[src/rtl/i2c_pkg.sv]
// Shared definitions for the I2C slave word receiver.
// State encoding and bus error classification codes.
package i2c_pkg;

    typedef enum logic [1:0] {
        ST_IDLE      = 2'd0,
        ST_ARM       = 2'd1,
        ST_WAIT_RISE = 2'd2,
        ST_HIGH      = 2'd3
    } rd_state_e;

    localparam logic [1:0] ERR_NONE  = 2'b00;
    localparam logic [1:0] ERR_START = 2'b01;
    localparam logic [1:0] ERR_STOP  = 2'b10;

endpackage

[src/rtl/i2c_input_filter.sv]
// Two-flop synchroniser followed by a persistence filter.
// The filtered line only follows after FILTER_LEN stable samples.
module i2c_input_filter #(
    parameter int FILTER_LEN = 2
) (
    input  logic clk,
    input  logic rst,
    input  logic line_i,
    output logic line_o
);

    logic s1_q;
    logic s2_q;

    // Synchronise the raw pad into the clock domain; idle bus is high
    always_ff @(posedge clk) begin
        if (rst) begin
            s1_q <= 1'b1;
            s2_q <= 1'b1;
        end else begin
            s1_q <= line_i;
            s2_q <= s1_q;
        end
    end

    generate
        if (FILTER_LEN == 0) begin : g_nofilt
            assign line_o = s2_q;
        end else begin : g_filt
            localparam int CW = $clog2(FILTER_LEN + 1);
            logic [CW-1:0] cnt_q;
            logic          filt_q;

            // Count consecutive samples differing from the filtered level
            always_ff @(posedge clk) begin
                if (rst) begin
                    cnt_q  <= '0;
                    filt_q <= 1'b1;
                end else if (s2_q == filt_q) begin
                    cnt_q <= '0;
                end else if (cnt_q == CW'(FILTER_LEN - 1)) begin
                    cnt_q  <= '0;
                    filt_q <= s2_q;
                end else begin
                    cnt_q <= cnt_q + CW'(1);
                end
            end

            assign line_o = filt_q;
        end
    endgenerate

endmodule

[src/rtl/i2c_slave_read_word.sv]
// I2C slave receive engine: shifts in one word per enable window.
// Bits sampled on SCL rise, counted on SCL fall; START/STOP abort.
module i2c_slave_read_word
    import i2c_pkg::*;
#(
    parameter int DATA_WIDTH = 8,
    parameter bit MSB_FIRST  = 1'b1,
    parameter int FILTER_LEN = 2
) (
    input  logic                  clk,
    input  logic                  rst,
    input  logic                  read_en,
    output logic [DATA_WIDTH-1:0] read_data,
    output logic                  read_valid,
    output logic                  read_err,
    output logic [1:0]            read_err_code,
    output logic                  read_busy,
    input  logic                  scl_i,
    input  logic                  sda_i
);

    localparam int CW = $clog2(DATA_WIDTH + 1);

    logic                  scl_f;
    logic                  sda_f;
    logic                  scl_d_q;
    logic                  sda_d_q;
    rd_state_e             state_q;
    logic [CW-1:0]         cnt_q;
    logic [CW-1:0]         cnt_inc;
    logic [DATA_WIDTH-1:0] shift_q;
    logic [DATA_WIDTH-1:0] shift_d;
    logic [DATA_WIDTH:0]   shift_ext;
    logic [DATA_WIDTH-1:0] data_q;
    logic                  valid_q;
    logic                  err_q;
    logic [1:0]            code_q;
    logic                  scl_rise;
    logic                  scl_fall;
    logic                  sda_chg;

    i2c_input_filter #(.FILTER_LEN(FILTER_LEN)) u_scl_filt (
        .clk    (clk),
        .rst    (rst),
        .line_i (scl_i),
        .line_o (scl_f)
    );

    i2c_input_filter #(.FILTER_LEN(FILTER_LEN)) u_sda_filt (
        .clk    (clk),
        .rst    (rst),
        .line_i (sda_i),
        .line_o (sda_f)
    );

    // One-cycle delayed copies of the filtered lines for edge detection
    always_ff @(posedge clk) begin
        if (rst) begin
            scl_d_q <= 1'b1;
            sda_d_q <= 1'b1;
        end else begin
            scl_d_q <= scl_f;
            sda_d_q <= sda_f;
        end
    end

    assign scl_rise = scl_f & ~scl_d_q;
    assign scl_fall = ~scl_f & scl_d_q;
    assign sda_chg  = sda_f ^ sda_d_q;
    assign cnt_inc  = cnt_q + CW'(1);

    // Insert the new bit at the end that moves toward its final position
    always_comb begin
        shift_ext = '0;
        shift_d   = shift_q;
        if (MSB_FIRST) begin
            shift_ext = {shift_q, sda_f};
            shift_d   = shift_ext[DATA_WIDTH-1:0];
        end else begin
            shift_ext = {sda_f, shift_q};
            shift_d   = shift_ext[DATA_WIDTH:1];
        end
    end

    // Receive FSM with registered data, pulses and error code
    always_ff @(posedge clk) begin
        if (rst) begin
            state_q <= ST_IDLE;
            cnt_q   <= '0;
            shift_q <= '0;
            data_q  <= '0;
            valid_q <= 1'b0;
            err_q   <= 1'b0;
            code_q  <= ERR_NONE;
        end else begin
            valid_q <= 1'b0;
            err_q   <= 1'b0;
            if (state_q != ST_IDLE && !read_en) begin
                state_q <= ST_IDLE;
                cnt_q   <= '0;
                shift_q <= '0;
            end else begin
                unique case (state_q)
                    ST_IDLE: begin
                        cnt_q   <= '0;
                        shift_q <= '0;
                        if (read_en)
                            state_q <= scl_f ? ST_ARM : ST_WAIT_RISE;
                    end
                    ST_ARM: begin
                        if (scl_fall)
                            state_q <= ST_WAIT_RISE;
                    end
                    ST_WAIT_RISE: begin
                        if (scl_rise) begin
                            shift_q <= shift_d;
                            state_q <= ST_HIGH;
                        end
                    end
                    ST_HIGH: begin
                        if (scl_fall) begin
                            state_q <= ST_WAIT_RISE;
                            if (cnt_inc == CW'(DATA_WIDTH)) begin
                                data_q  <= shift_q;
                                valid_q <= 1'b1;
                                cnt_q   <= '0;
                            end else begin
                                cnt_q <= cnt_inc;
                            end
                        end else if (sda_chg && scl_f && scl_d_q) begin
                            err_q   <= 1'b1;
                            code_q  <= sda_f ? ERR_STOP : ERR_START;
                            state_q <= ST_IDLE;
                            cnt_q   <= '0;
                            shift_q <= '0;
                        end
                    end
                    default: state_q <= ST_IDLE;
                endcase
            end
        end
    end

    assign read_data     = data_q;
    assign read_valid    = valid_q;
    assign read_err      = err_q;
    assign read_err_code = code_q;
    assign read_busy     = (state_q != ST_IDLE);

endmodule
[config.mk]
export PLATFORM = sky130hd
export DESIGN_NAME = i2c_slave_read_word
export DESIGN_NICKNAME = d
export VERILOG_FILES = /design/src/rtl/i2c_pkg.sv /design/src/rtl/i2c_input_filter.sv /design/src/rtl/i2c_slave_read_word.sv
export SDC_FILE = /design/constraint.sdc
export NUM_CORES = 1
export LEC_CHECK = 0
export ABC_AREA = 1
export CAP_MARGIN = 20
export CORE_ASPECT_RATIO = 1.25
export CORE_UTILIZATION = 40
export DETAILED_ROUTE_END_ITERATION = 7
export GPL_ROUTABILITY_DRIVEN = 0
export PLACE_DENSITY = 0.56
export SLEW_MARGIN = 20
export SYNTH_ARGS = -nofsm -noshare
export SYNTH_HDL_FRONTEND = slang
export SYNTH_SLANG_ARGS = --single-unit
[constraint.sdc]
create_clock -name clk -period 2.22 [get_ports clk]
set_input_delay 0.444 -clock clk [delete_from_list [all_inputs] [get_ports clk]]
set_output_delay 0.444 -clock clk [all_outputs]
set_load 0.005 [all_outputs]
# Yosys cells after proc, flatten, opt, wreduce, memory -nomap -nowiden
# Index checks and enable logic that the tools add are counted.
[classes]
reduce_logical = 20
muxes = 18
n_addsub = 3
n_bitwise = 10
eq_ne = 14
[ops]
columns = ["cell", "n"]
rows = [
  ["8-bit 2-to-1 mux", 3],
  ["8-bit case mux with 3 select lines", 1],
  ["4-bit AND reduction", 4],
  ["2-bit 2-to-1 mux", 7],
  ["4-bit 2-to-1 mux", 3],
  ["2-bit != test, second input constant", 5],
  ["2-bit case mux with 4 select lines", 1],
  ["4-bit case mux with 2 select lines", 1],
  ["4-bit OR reduction", 2],
  ["1-bit NOT", 7],
  ["2-bit by 1-bit == test with 1-bit output, second input constant", 3],
  ["2-bit AND reduction", 3],
  ["3-bit OR reduction", 2],
  ["2-bit by 1-bit adder with 2-bit output, second input constant", 2],
  ["4-bit by 1-bit adder with 4-bit output, second input constant", 1],
  ["2-bit == test, second input constant", 2],
  ["4-bit == test, second input constant", 1],
  ["2-bit nonzero test", 2],
  ["1-bit logical AND", 3],
  ["3-bit != test, second input constant", 1],
  ["3-bit nonzero test", 1],
  ["1-bit bitwise AND", 2],
  ["1-bit == test", 2],
  ["2-bit logical NOT", 1],
  ["other kinds (4)", 5],
]
[totals]
elab_cells = 82
output_inout_bits = 13
regBits = 38

# Logic depth before layout (Yosys ltp)
# Gate-level depths: netlist of run 1.
[depth]
ltp_word = 6
mapped_depth = 8
depth_no_buf = 8

# By module
# A second synthesis of run 1 with hierarchy kept.
[unflattened]
cells_unflattened = 233
area_unflattened_um2 = 1704.1
[modules_own_cells]
columns = ["module", "seq_area_each_um2", "instances", "area_each_um2", "cells_per_inst"]
rows = [
  ["i2c_slave_read_word", 560.5, 1, 1348.8, 195],
  ["i2c_input_filter", 100.1, 2, 177.7, 19],
]

# Least setup slack after synthesis of run 1
# No wires, ideal clock.
[synth_path]
kind = "register -> register"
start = "register cnt_q[0]"
end = "register data_q[0] (netlist: read_data[0])"
t_required_ns = 2.107
n_path_buf = 0
synth_period_minus_slack_ns = 1.146
setup_ns = 0.113
setup_slack_ns = 1.074
path_stages_with_launch = 7
arrival_ns = 1.033
path_cell_list = "dfxtp_1 ha_1 nand2_1 inv_1 nand4_2 nor2_1 nor2_1"
[synth_via]
elab_chain_cells = 3
[synth_lines]
columns = ["element", "line_no", "source"]
rows = [
  ["start, declared", "i2c_slave_read_word.sv:29", "logic [CW-1:0] cnt_q;"],
  ["start signal, assigned", "i2c_slave_read_word.sv:128", "cnt_q <= cnt_inc;"],
  ["4-bit by 1-bit adder with 4-bit output", "i2c_slave_read_word.sv:70", "assign cnt_inc = cnt_q + CW'(1);"],
  ["4-bit == test", "i2c_slave_read_word.sv:123", "if (cnt_inc == CW'(DATA_WIDTH)) begin"],
  ["4-bit AND reduction (no line)", "--", ""],
  ["end signal, assigned", "i2c_slave_read_word.sv:124", "data_q <= shift_q;"],
  ["end, declared", "i2c_slave_read_word.sv:34", "logic [DATA_WIDTH-1:0] data_q;"],
]
# No other way between the ends.
# A chain may end at the register's enable or synchronous reset.

# Final worst setup path of run 1
[layout_path]
start = "register state_q[1]"
end = "output port read_busy"
[layout_via]
elab_chain_cells = 1
[layout_lines]
columns = ["element", "line_no", "source"]
rows = [
  ["start, declared", "i2c_slave_read_word.sv:28", "rd_state_e state_q;"],
  ["start signal, assigned", "i2c_slave_read_word.sv:108", "state_q <= scl_f ? ST_ARM : ST_WAIT_RISE;"],
  ["2-bit nonzero test", "i2c_slave_read_word.sv:148", "assign read_busy = (state_q != ST_IDLE);"],
  ["end, declared", "i2c_slave_read_word.sv:17", "output logic read_busy,"],
]
# No other way between the ends.

==> metrics, run 1 <==
status completed; Initial Util 42.2%; DR pass1 iterations 4; largest family of logic cells by synthesized area simple AND/OR/NAND/NOR gates; Fin Setup TNS 0 ns; Hold-fix buffers, CTS 0; Die H 73.2 um; global route overflow 0; H-tree lvl count 2; fin crit share 85.0%; Synth Warn # 0; endpoints failing setup 0; routed vias 1396; Setup crit end kind output pin; synth unique cells 22; Post-Synth Simple-Gate Area 35.6%; ANT cells 0; Core Box Area 3850 um2; Final Cell Area 1940 um2; hpwl dp 2.19 mm; combinational share of power 30.0%; static leakage 0.890 nW; clk_skew 0.00671 ns; unrepaired setup endpoints after global routing false; die area 4320 um2; CTS clk-pin slew, worst paths 0.08 ns; final WL 3.07 mm; total internal power 1.23 mW; multiplexer share of the synthesized area 0%; fmax 530 MHz; commonest non-fill, non-tap cell in the layout nand2_1; Slew headroom 73.6%; # nets final 261; Total GRT Usage 17.2%; Post-CTS Setup Bufs 0; clock tree buffer depth 2; commonest non-fill, non-tap cells in the layout nand2_1, nor2_1, dfxtp_1; minimum clock period 1.89 ns; fraction of the mapped netlist area in compound gates 7.16%; number of global-route vias before repair 1292; register area share after synthesis 46.8%; first-pass GRT wire length 5.66 mm; WP data arrival 1.44 ns; max-slew violations 0; Post-CTS Resized 0; initial antenna violation count 0; DIE WIDTH 59.0 um; largest net degree at the start of global routing 17; Hold Fails Final Rpt 0; clock power share 26.0%; Placed Instance Area 1840 um2; Slew @ Worst Pin 0.395 ns; Syn Area/Cell 7.00 um2; Post-Place Worst Slack 0.436 ns; sequential power share 44.0%; worst setup margin 0.333 ns; # port buffers 17; Slowest cell on crit path clkdlybuf4s50_1; type of origin of the critical path flip-flop; cts bufs inserted 5; met1 wire length 1.55 mm; clk root buf clkbuf_8; Hold Slack 0.415 ns; Sw Ratio 35.5%; post-layout util 50.4%; Net Switching 0.678 mW; Worst VDD drop 0.485 mV; Area growth syn-to-layout 19.3%; Mapped Cells 232; slowest stage delay, CP 0.52 ns; Routed WL per cell 9.96 um; met2 WL post-DR 1.40 mm; overall power 1.91 mW; Ports 18; power density cells 986 nW/um2; syn_nets 240; clock sink total 38; highest metal used met4; # rows 25; highest net fanout along the worst path 6; Antenna Nets Post-Route 0; Vias/cell 4.53; fraction of layout cells with a size suffix above 1 9.06%; synthesized flop and latch total 38; post-synthesis xor/xnor area fraction 0%; DR WL met3 83 um; placed insts 300; TritonCTS clock tree done; synthesized-area fraction occupied by adder cells 2.31%; DR iter-0 viols 39; latest clock arrival within the worst-skew pair 0.29 ns; mapped cell area 1620 um2; crit path cell chain inv_1, nand2_1, clkdlybuf4s50_1; drc violations 0; Max Cap Viol 0; Final Non-Filler Cells 308; worst min path class reg2reg; Setup Crit Path Kind reg2out; Critical Path RT 1.78 ns
## flip-flops by register name (all words and copies together) (netlist names), 2 cells and up
name and cells:
read_data 8, shift_q 8, cnt_q 4, read_err_code 2, state_q 2, u_scl_filt.g_filt.cnt_q 2
u_sda_filt.g_filt.cnt_q 2
## cells in the mapped netlist, drive strengths merged
cell / count / share of area [%]
nand3: 15 / 4.9
nand4: 4 / 1.9
nand2: 65 / 15
or2: 4 / 1.5
inv: 26 / 6.0
nor2: 48 / 12
a21oi: 19 / 5.9
o21ai: 3 / 0.92
a31oi: 1 / 0.39
ha: 3 / 2.3
buf: 3 / 1.6
nor3: 1 / 0.31
dfxtp: 38 / 47
clkbuf: 2 / 0.46
## path summary, 6_finish.rpt
kind	cells after the start	startpoint	to	slack, ns
max	3	state_q[1]$_SDFFE_PP0P_	read_busy	0.33
min	1	u_scl_filt.s1_q$_SDFF_PP1_	u_scl_filt.s2_q$_SDFF_PP1_	0.41
max reg2reg	6	cnt_q[0]$_SDFFE_PP0P_	read_data[1]$_SDFFE_PP0P_	0.77
min reg2reg	1	u_scl_filt.s1_q$_SDFF_PP1_	u_scl_filt.s2_q$_SDFF_PP1_	0.41
## critical path: cells and delay by family, from the launching register on
family        cells  cell delay [ns]
flops             1             0.42
simple gates      1             0.13
buf+inv           2             0.61
## cell families after synthesis
group	Yosys count
simple gates	137
flops	38
buf+inv	31
compound gates	23
fa+ha+maj	3
## layout make-up
| class | instances | area [um2] |
|---|---|---|
| fill | 419 | 1910 |
| sequential | 38 | 761 |
| multi-input combinational | 163 | 732 |
| timing repair buffer | 19 | 185 |
| inverter | 26 | 97.6 |
| clock buffer | 6 | 82.6 |
| tap | 54 | 67.6 |
| clock inverter | 2 | 12.5 |
## routing by layer
layer | vias to the layer above | track usage (%)
met1 | 607 | 22.4
met5 | - | 0
met3 | 5 | 3.72
met2 | 18 | 27.3
met4 | 0 | 7.14
li1 | 766 | -
## power by group through the flow
| stage | Clock, mW | Combinational, mW | Sequential (mW) |
|---|---|---|---|
| 2_1_floorplan | 0 | 0.486 | 0.837 |
| 3_3_place_gp | 0 | 0.577 | 0.857 |
| 3_5_place_dp | 0 | 0.574 | 0.854 |
| 4_1_cts | 0.509 | 0.576 | 0.839 |
| 5_1_grt | 0.543 | 0.683 | 0.853 |
| 6_report | 0.497 | 0.573 | 0.840 |
No activity file was read; power rests on OpenSTA's default activity.
==> inputs of run 2 (changes only) <==
==> constraint.sdc (replaced) <==
create_clock -name clk -period 1.77 [get_ports clk]
set_input_delay 0.354 -clock clk [delete_from_list [all_inputs] [get_ports clk]]
set_output_delay 0.354 -clock clk [all_outputs]
set_load 0.005 [all_outputs]
==> metrics, run 2 (same netlist as run 1, synthesis figures left out) <==
commonest non-fill, non-tap cell in the layout nand2_1; Vias/cell 4.62 (+2.0%); worst setup margin 0.297 ns (-0.0360 ns); Sw Ratio 35.6% (+0.16 points); Setup crit end kind output pin; DR iter-0 viols 59 (+51%); Initial Util 42.2% (unchanged); Total GRT Usage 17.0% (-0.20 points); final WL 3.08 mm (+0.29%); Antenna Nets Post-Route 0 (unchanged); Hold-fix buffers, CTS 0 (unchanged); Die H 73.2 um (unchanged); static leakage 0.903 nW (+1.5%); WP data arrival 1.12 ns (-0.32 ns); Setup Crit Path Kind reg2out; # rows 25 (unchanged); cts bufs inserted 5 (unchanged); fraction of layout cells with a size suffix above 1 9.84% (+0.79 points); Ports 18 (unchanged); number of global-route vias before repair 1286 (-0.46%); DIE WIDTH 59.0 um (unchanged); H-tree lvl count 2 (unchanged); highest net fanout along the worst path 2 (-4); power density cells 1240 nW/um2 (+26%); placed insts 300 (unchanged); CTS clk-pin slew, worst paths 0.07 ns (about the same); Worst VDD drop 0.557 mV (+15%); Hold Fails Final Rpt 0 (unchanged); DR pass1 iterations 4 (unchanged); Post-CTS Setup Bufs 0 (unchanged); Fin Setup TNS 0 ns (unchanged); clk root buf clkbuf_8; Net Switching 0.859 mW (+27%); fmax 679 MHz; worst min path class reg2reg; Worst path top cell family by delay buffers and inverters; clk_skew 0.00380 ns (-0.00290 ns); Slew @ Worst Pin 0.415 ns (+0.0191 ns); global route overflow 0 (unchanged); TritonCTS clock tree done; sequential power share 44.2% (+0.2 points); Post-Place Worst Slack 0.0969 ns (-0.339 ns); Final Non-Filler Cells 308 (unchanged); die area 4320 um2 (unchanged); routed vias 1424 (+2.0%); # port buffers 17 (unchanged); post-layout util 50.6% (+0.20 points); crit path cell chain clkdlybuf4s50_1; status completed; endpoints failing setup 0 (unchanged); Area growth syn-to-layout 19.8%; overall power 2.41 mW (+26%); clock tree buffer depth 2 (unchanged); hpwl dp 2.16 mm (-1.5%); minimum clock period 1.47 ns; Core Box Area 3850 um2 (unchanged); max-slew violations 0 (unchanged); WP buf/inv 1 (-1); fin crit share 83.2%; total internal power 1.55 mW (+26%); combinational share of power 30.2% (+0.2 points); clock power share 25.6% (-0.4 points); latest clock arrival within the worst-skew pair 0.29 ns (about the same); Routed WL per cell 9.99 um (+0.29%); drc violations 0 (unchanged); unrepaired setup endpoints after global routing false; initial antenna violation count 0 (unchanged); type of origin of the critical path flip-flop; ANT cells 0 (unchanged); slowest stage delay, CP 0.50 ns (-0.02 ns); first-pass GRT wire length 5.60 mm (-1.1%); Slowest cell on crit path clkdlybuf4s50_1; commonest non-fill, non-tap cells in the layout nand2_1, nor2_1, dfxtp_1; largest net degree at the start of global routing 17 (unchanged); Slew headroom 72.3% (-1.3 points); # nets final 261 (unchanged); clock sink total 38 (unchanged); Critical Path RT 1.42 ns (-0.36 ns); Max Cap Viol 0 (unchanged)
## run 2: changes by cell type in the layout (fill, tap and decap cells not counted)
| cell | delta |
|---|---|
| dfxtp_1 | -2 |
| clkdlybuf4s50_1 | -1 |
| dfxtp_4 | +1 |
| dlymetal6s2s_1 | +1 |
| dfxtp_2 | +1 |
## run 2: cell type report
| type | count | area [um2] |
|---|---|---|
| clock buffers | 6 | 82.6 |
| well taps | 54 | 67.6 |
| clock inverters | 2 | 12.5 |
| inverters | 26 | 97.6 |
| flip-flops and latches | 38 | 766 |
| repair buffers | 19 | 188 |
| fillers | 403 | 1900 |
| multi-input cells | 163 | 732 |
## run 2: routing by layer
metal	track usage, %	wire, um	vias to the layer above
met3	4.79	109	8
met1	22.3	1540	624
li1	-	-	767
met4	8.20	78	0
met5	0	0	-
met2	25.5	1350	25
## run 2: path summary, 6_finish.rpt
path / to / cells after the start / slack [ns] / start
max: read_data[1] / 1 / 0.30 / read_data[1]$_SDFFE_PP0P_
min: u_scl_filt.s2_q$_SDFF_PP1_ / 1 / 0.41 / u_scl_filt.s1_q$_SDFF_PP1_
max reg2reg: read_data[1]$_SDFFE_PP0P_ / 6 / 0.32 / cnt_q[0]$_SDFFE_PP0P_
min reg2reg: u_scl_filt.s2_q$_SDFF_PP1_ / 1 / 0.41 / u_scl_filt.s1_q$_SDFF_PP1_
## run 2: timing repair
item | CTS | global route
endpoints found under the setup margin | 1 | 1
gates resized for setup | 2 | 2
endpoints found under the hold margin | 0 | 0
## run 2: metrics by stage
stage	area (um2)	hold slack (ns)
finish	1950	0.414
global route	1950	0.430
CTS	1940	0.415
detailed placement	1840	0.397
global placement	1840	0.395
floorplan	1620	0.389
## run 2: power groups by stage
stage	Clock (mW)	Combinational [mW]	Sequential (mW)
4_1_cts	0.639	0.728	1.06
5_1_grt	0.678	0.866	1.08
3_3_place_gp	0	0.724	1.08
6_report	0.618	0.728	1.06
2_1_floorplan	0	0.610	1.05
3_5_place_dp	0	0.725	1.07
==> RTL change 1 (flow settings as in run 2) <==
Register the inputs `read_en`, `scl_i` and `sda_i` before use, without a reset. The logic sees them one clock later.
--- a/src/rtl/i2c_slave_read_word.sv
+++ b/src/rtl/i2c_slave_read_word.sv
@@ -23,2 +23,12 @@
 
+    logic read_en_q;
+    logic scl_q;
+    logic sda_q;
+
+    always_ff @(posedge clk) begin
+        read_en_q <= read_en;
+        scl_q     <= scl_i;
+        sda_q     <= sda_i;
+    end
+
     logic                  scl_f;
@@ -44,3 +54,3 @@
         .rst    (rst),
-        .line_i (scl_i),
+        .line_i (scl_q),
         .line_o (scl_f)
@@ -51,3 +61,3 @@
         .rst    (rst),
-        .line_i (sda_i),
+        .line_i (sda_q),
         .line_o (sda_f)
@@ -97,3 +107,3 @@
             err_q   <= 1'b0;
-            if (state_q != ST_IDLE && !read_en) begin
+            if (state_q != ST_IDLE && !read_en_q) begin
                 state_q <= ST_IDLE;
@@ -106,3 +116,3 @@
                         shift_q <= '0;
-                        if (read_en)
+                        if (read_en_q)
                             state_q <= scl_f ? ST_ARM : ST_WAIT_RISE;
Check against the original RTL: not equivalent (a bounded check fails within 4 cycles, from zero or initial values and one cycle with rst high).
==> RTL change 1 against run 2 <==
Worst setup slack lost 0.20 ns; clock power grew 5.3%; synthesized cell count grew 1.3%; first-iteration DRC count shrank 44%; count of clock-buffer cells in the layout grew 1; total power grew 1.2%; sequential cell count grew 3; critical path depth grew 2; final area grew 3.7%; area after synthesis grew 3.7%; largest power group unchanged; wire length grew 2.6%.
==> RTL change 1: results (changes against run 2) <==
| Metric | Value |
|---|---|
| DP Worst Slack | `0.207 ns (+0.110 ns)` |
| Reg2reg end | `read_data[5]$_SDFFE_PP0P_` |
| DP Wirelength | `2.35 mm (+8.5%)` |
| Placed Instances | `306 (+2.0%)` |
| Max_slew headroom | `78.8% (+6.5 points)` |
| Synth area leaders | `dfxtp_1 49%, nand2_1 14%, nor2_1 10%` |
| Syn Inst Count | `235 (+1.3%)` |
| Area after DPL | `0.00191 sq mm (+3.8%)` |
| Seq/Total Area, Yosys | `48.7% (+1.9 points)` |
| Starting DRC count in detailed routing | `33 (-44%)` |
| Min Hold Slack | `0.410 ns (-0.00401 ns)` |
| VDD IR-drop max | `0.559 mV (+0.26%)` |
| TritonCTS Buffers | `5 (unchanged)` |
| CP startpoint | `state_q[0]$_SDFFE_PP0P_` |
| DRT Pass-1 Iters | `5 (+1)` |
| Worst path slowest cell | `clkdlybuf4s50_1` |
| Count of final hold-check violations | `0 (unchanged)` |
| Synth Warn # | `0 (unchanged)` |
| Met3 wire length | `128 microns (+17%)` |
| Synth cell count leaders | `64 x nand2_1, 46 x nor2_1, 41 x dfxtp_1, 22 x inv_1, 19 x a21oi_1` |
| GRT Resource Usage Total | `16.4% (-0.65 points)` |
| Worst Setup EP | `read_busy` |
| Worst-path fanout max | `4 (+2)` |
| GR Util met1 | `21.1% (-1.1 points)` |
| Met2 wire len | `1.44 mm (+6.4%)` |
| CP arrival | `1.32 ns (+0.20 ns)` |
| Grt met3 use | `5.22% (+0.43 points)` |
| Routed len/inst | `10.1 microns (+0.67%)` |
| Synth Area in Adders | `2.23% (-0.082 points)` |
| Layout cells sized above 1 | `10.1% (+0.23 points)` |
| Nets | `265 (+1.5%)` |
| Leak | `0.000928 uW (+2.7%)` |
| Compound-cell area share of the yosys netlist | `6.91% (-0.26 points)` |
| Clock Skew | `0.00476 ns (+0.000956 ns)` |
| Initial antenna violation count | `0 (unchanged)` |
| Vias | `1433 (+0.63%)` |
| Hold Path Sink | `u_sda_filt.s2_q$_SDFF_PP1_` |
| CP delay by family, top | `buffers and inverters` |
| GR Util met2 | `24.7% (-0.81 points)` |
| H-tree lvl count | `2 (unchanged)` |
| FF-to-FF setup slack | `0.36 ns (+0.04 ns)` |
| First-pass GRT wire length | `5.42 mm (-3.1%)` |
| Post-Route M1 WL | `1.55 mm (+0.85%)` |
| Final wirelength | `3.16 mm (+2.6%)` |
| Hold path startpoint | `u_sda_filt.s1_q$_SDFF_PP1_` |
| Status | `complete, no violations` |
| Vias in the first global route | `1242 (-3.4%)` |
| Peak Freq | `598 MHz (-12%)` |
-- RTL change 1: power by group --
part | leakage, uW | internal (uW) | switching (uW)
clock | 0.0000542 | 352 | 299
combinational | 0.000539 | 251 | 411
sequential | 0.000335 | 1040 | 87.1
total | 0.000928 | 1640 | 798
-- RTL change 1: cell families (layout without fill, tap and decap cells) --
group / Yosys count / count (layout)
and+or+nand+nor: 137 / 137
DFF: 41 / 41
buffers and inverters: 31 / 54
AOI/OAI and AO/OA: 23 / 23
adders and majority gates: 3 / 3
-- RTL change 1: area by class of cell --
| cell class | count | area, sq um |
|---|---|---|
| Clock buffer | 7 | 96.3 |
| Clock inverter | 1 | 5.00 |
| Timing Repair Buffer | 20 | 193 |
| Fill cell | 418 | 2050 |
| Multi-Input combinational cell | 163 | 734 |
| Tap cell | 56 | 70.1 |
| Inverter | 26 | 97.6 |
| Sequential cell | 41 | 822 |
-- RTL change 1: what timing repair did --
item,CTS,global route
setup endpoints to repair,1,1
pin swaps,0,0
resized for setup,1,1
hold buffers,0,0
==> RTL change 2 (config.mk and constraints of run 2) <==
Without the edit above. Change the parameter `DATA_WIDTH` from 8 to 4.
--- a/src/rtl/i2c_slave_read_word.sv
+++ b/src/rtl/i2c_slave_read_word.sv
@@ -5,3 +5,3 @@
 #(
-    parameter int DATA_WIDTH = 8,
+    parameter int DATA_WIDTH = 4,
     parameter bit MSB_FIRST  = 1'b1,
Interface: changed (resized read_data); port bits go from 18 to 14. No check against the original RTL was run, so the function may have changed too.
==> RTL change 2 against run 2 <==
Clock skew rose by 0.0047 ns; core utilization fell by 0.23 points; largest cell class is now multi-input combinational cells; fmax fell by 3.5%; count of clock-buffer cells in the layout fell by 1; clock power fell by 36%; final area fell by 23%; critical path depth did not move; sequential cell count fell by 9; total power fell by 30%; largest power group unchanged; area after synthesis fell by 23%; register-to-register slack improved by 0.04 ns; wire length fell by 27%; combinational power fell by 30%; worst setup slack got worse by 0.053 ns.
==> RTL change 2: results (changes against run 2) <==
| Metric | Value |
|---|---|
| Status | `complete, no violations` |
| Power in combinational cells | `507 uW (-30%)` |
| Switching share of power | `35.9% (+0.27 points)` |
| FF-to-FF setup slack | `0.36 ns (+0.04 ns)` |
| Syn Inst Count | `160 (-31%)` |
| Reg2reg end | `read_data[0]$_SDFFE_PP0P_` |
| Final Non-Filler Cells | `218 (-29%)` |
| GRT Resource Usage Total | `16.2% (-0.82 points)` |
| Signal buf overhead | `10.4% (+0.72 points)` |
| Reg2Reg Depth | `5 (-1)` |
| Nets | `190 (-27%)` |
| Post-synth cell types | `23 (+4.5%)` |
| Clk_lat worst skew | `0.33 ns (+0.04 ns)` |
| DP Worst Slack | `0.253 ns (+0.156 ns)` |
| Starting DRC count in detailed routing | `6 (-90%)` |
| First-pass GRT wire length | `4.04 mm (-28%)` |
| Clock buffer count | `5 (-1)` |
| Root buffer cell | `clkbuf_4` |
| Largest net degree at the start of global routing | `11 (-6)` |
| Reg power frac | `46.8% (+2.6 points)` |
| Least-Margin Pin Slew | `0.358 ns (-0.0566 ns)` |
| CP arrival | `1.17 ns (+0.05 ns)` |
| Synth area leaders | `dfxtp_1 46%, nand2_1 10%, nor2_1 8.7%` |
| Vias/cell | `4.70 (+1.7%)` |
| Met3 wire length | `85 microns (-22%)` |
| Port Buf Inserts | `13 (-4)` |
| Post-CTS sizing | `0 (-2)` |
| GR Util met2 | `26.4% (+0.94 points)` |
| Placed Instances | `210 (-30%)` |
-- RTL change 2: changes by cell type after synthesis, sizes merged, moves of 2 or more --
cell,before,now
nand2,65,37
nor2,48,33
inv,26,15
dfxtp,38,29
a21oi,19,15
nand3,15,11
nand4,4,1
buf,3,1
nand3b,0,2
-- RTL change 2: kinds of logic (layout without fill, tap and decap cells) --
logic type	count (synthesis)	count (layout)	synth area share, %
adders and majority gates	4	4	3.99
DFF	29	29	46.3
AOI/OAI and AO/OA	19	19	9.98
and+or+nand+nor	89	89	32.9
xor gates and xnor gates	1	1	0.699
buffers and inverters	18	40	6.09
-- RTL change 2: metrics by stage --
step | instance area [sq um] | total power, uW | hold slack, ns
floorplan | 1250 | 1200 | 0.389
global placement | 1440 | 1310 | 0.396
detailed placement | 1440 | 1310 | 0.401
CTS | 1490 | 1710 | 0.427
global route | 1500 | 1820 | 0.441
finish | 1500 | 1690 | 0.421
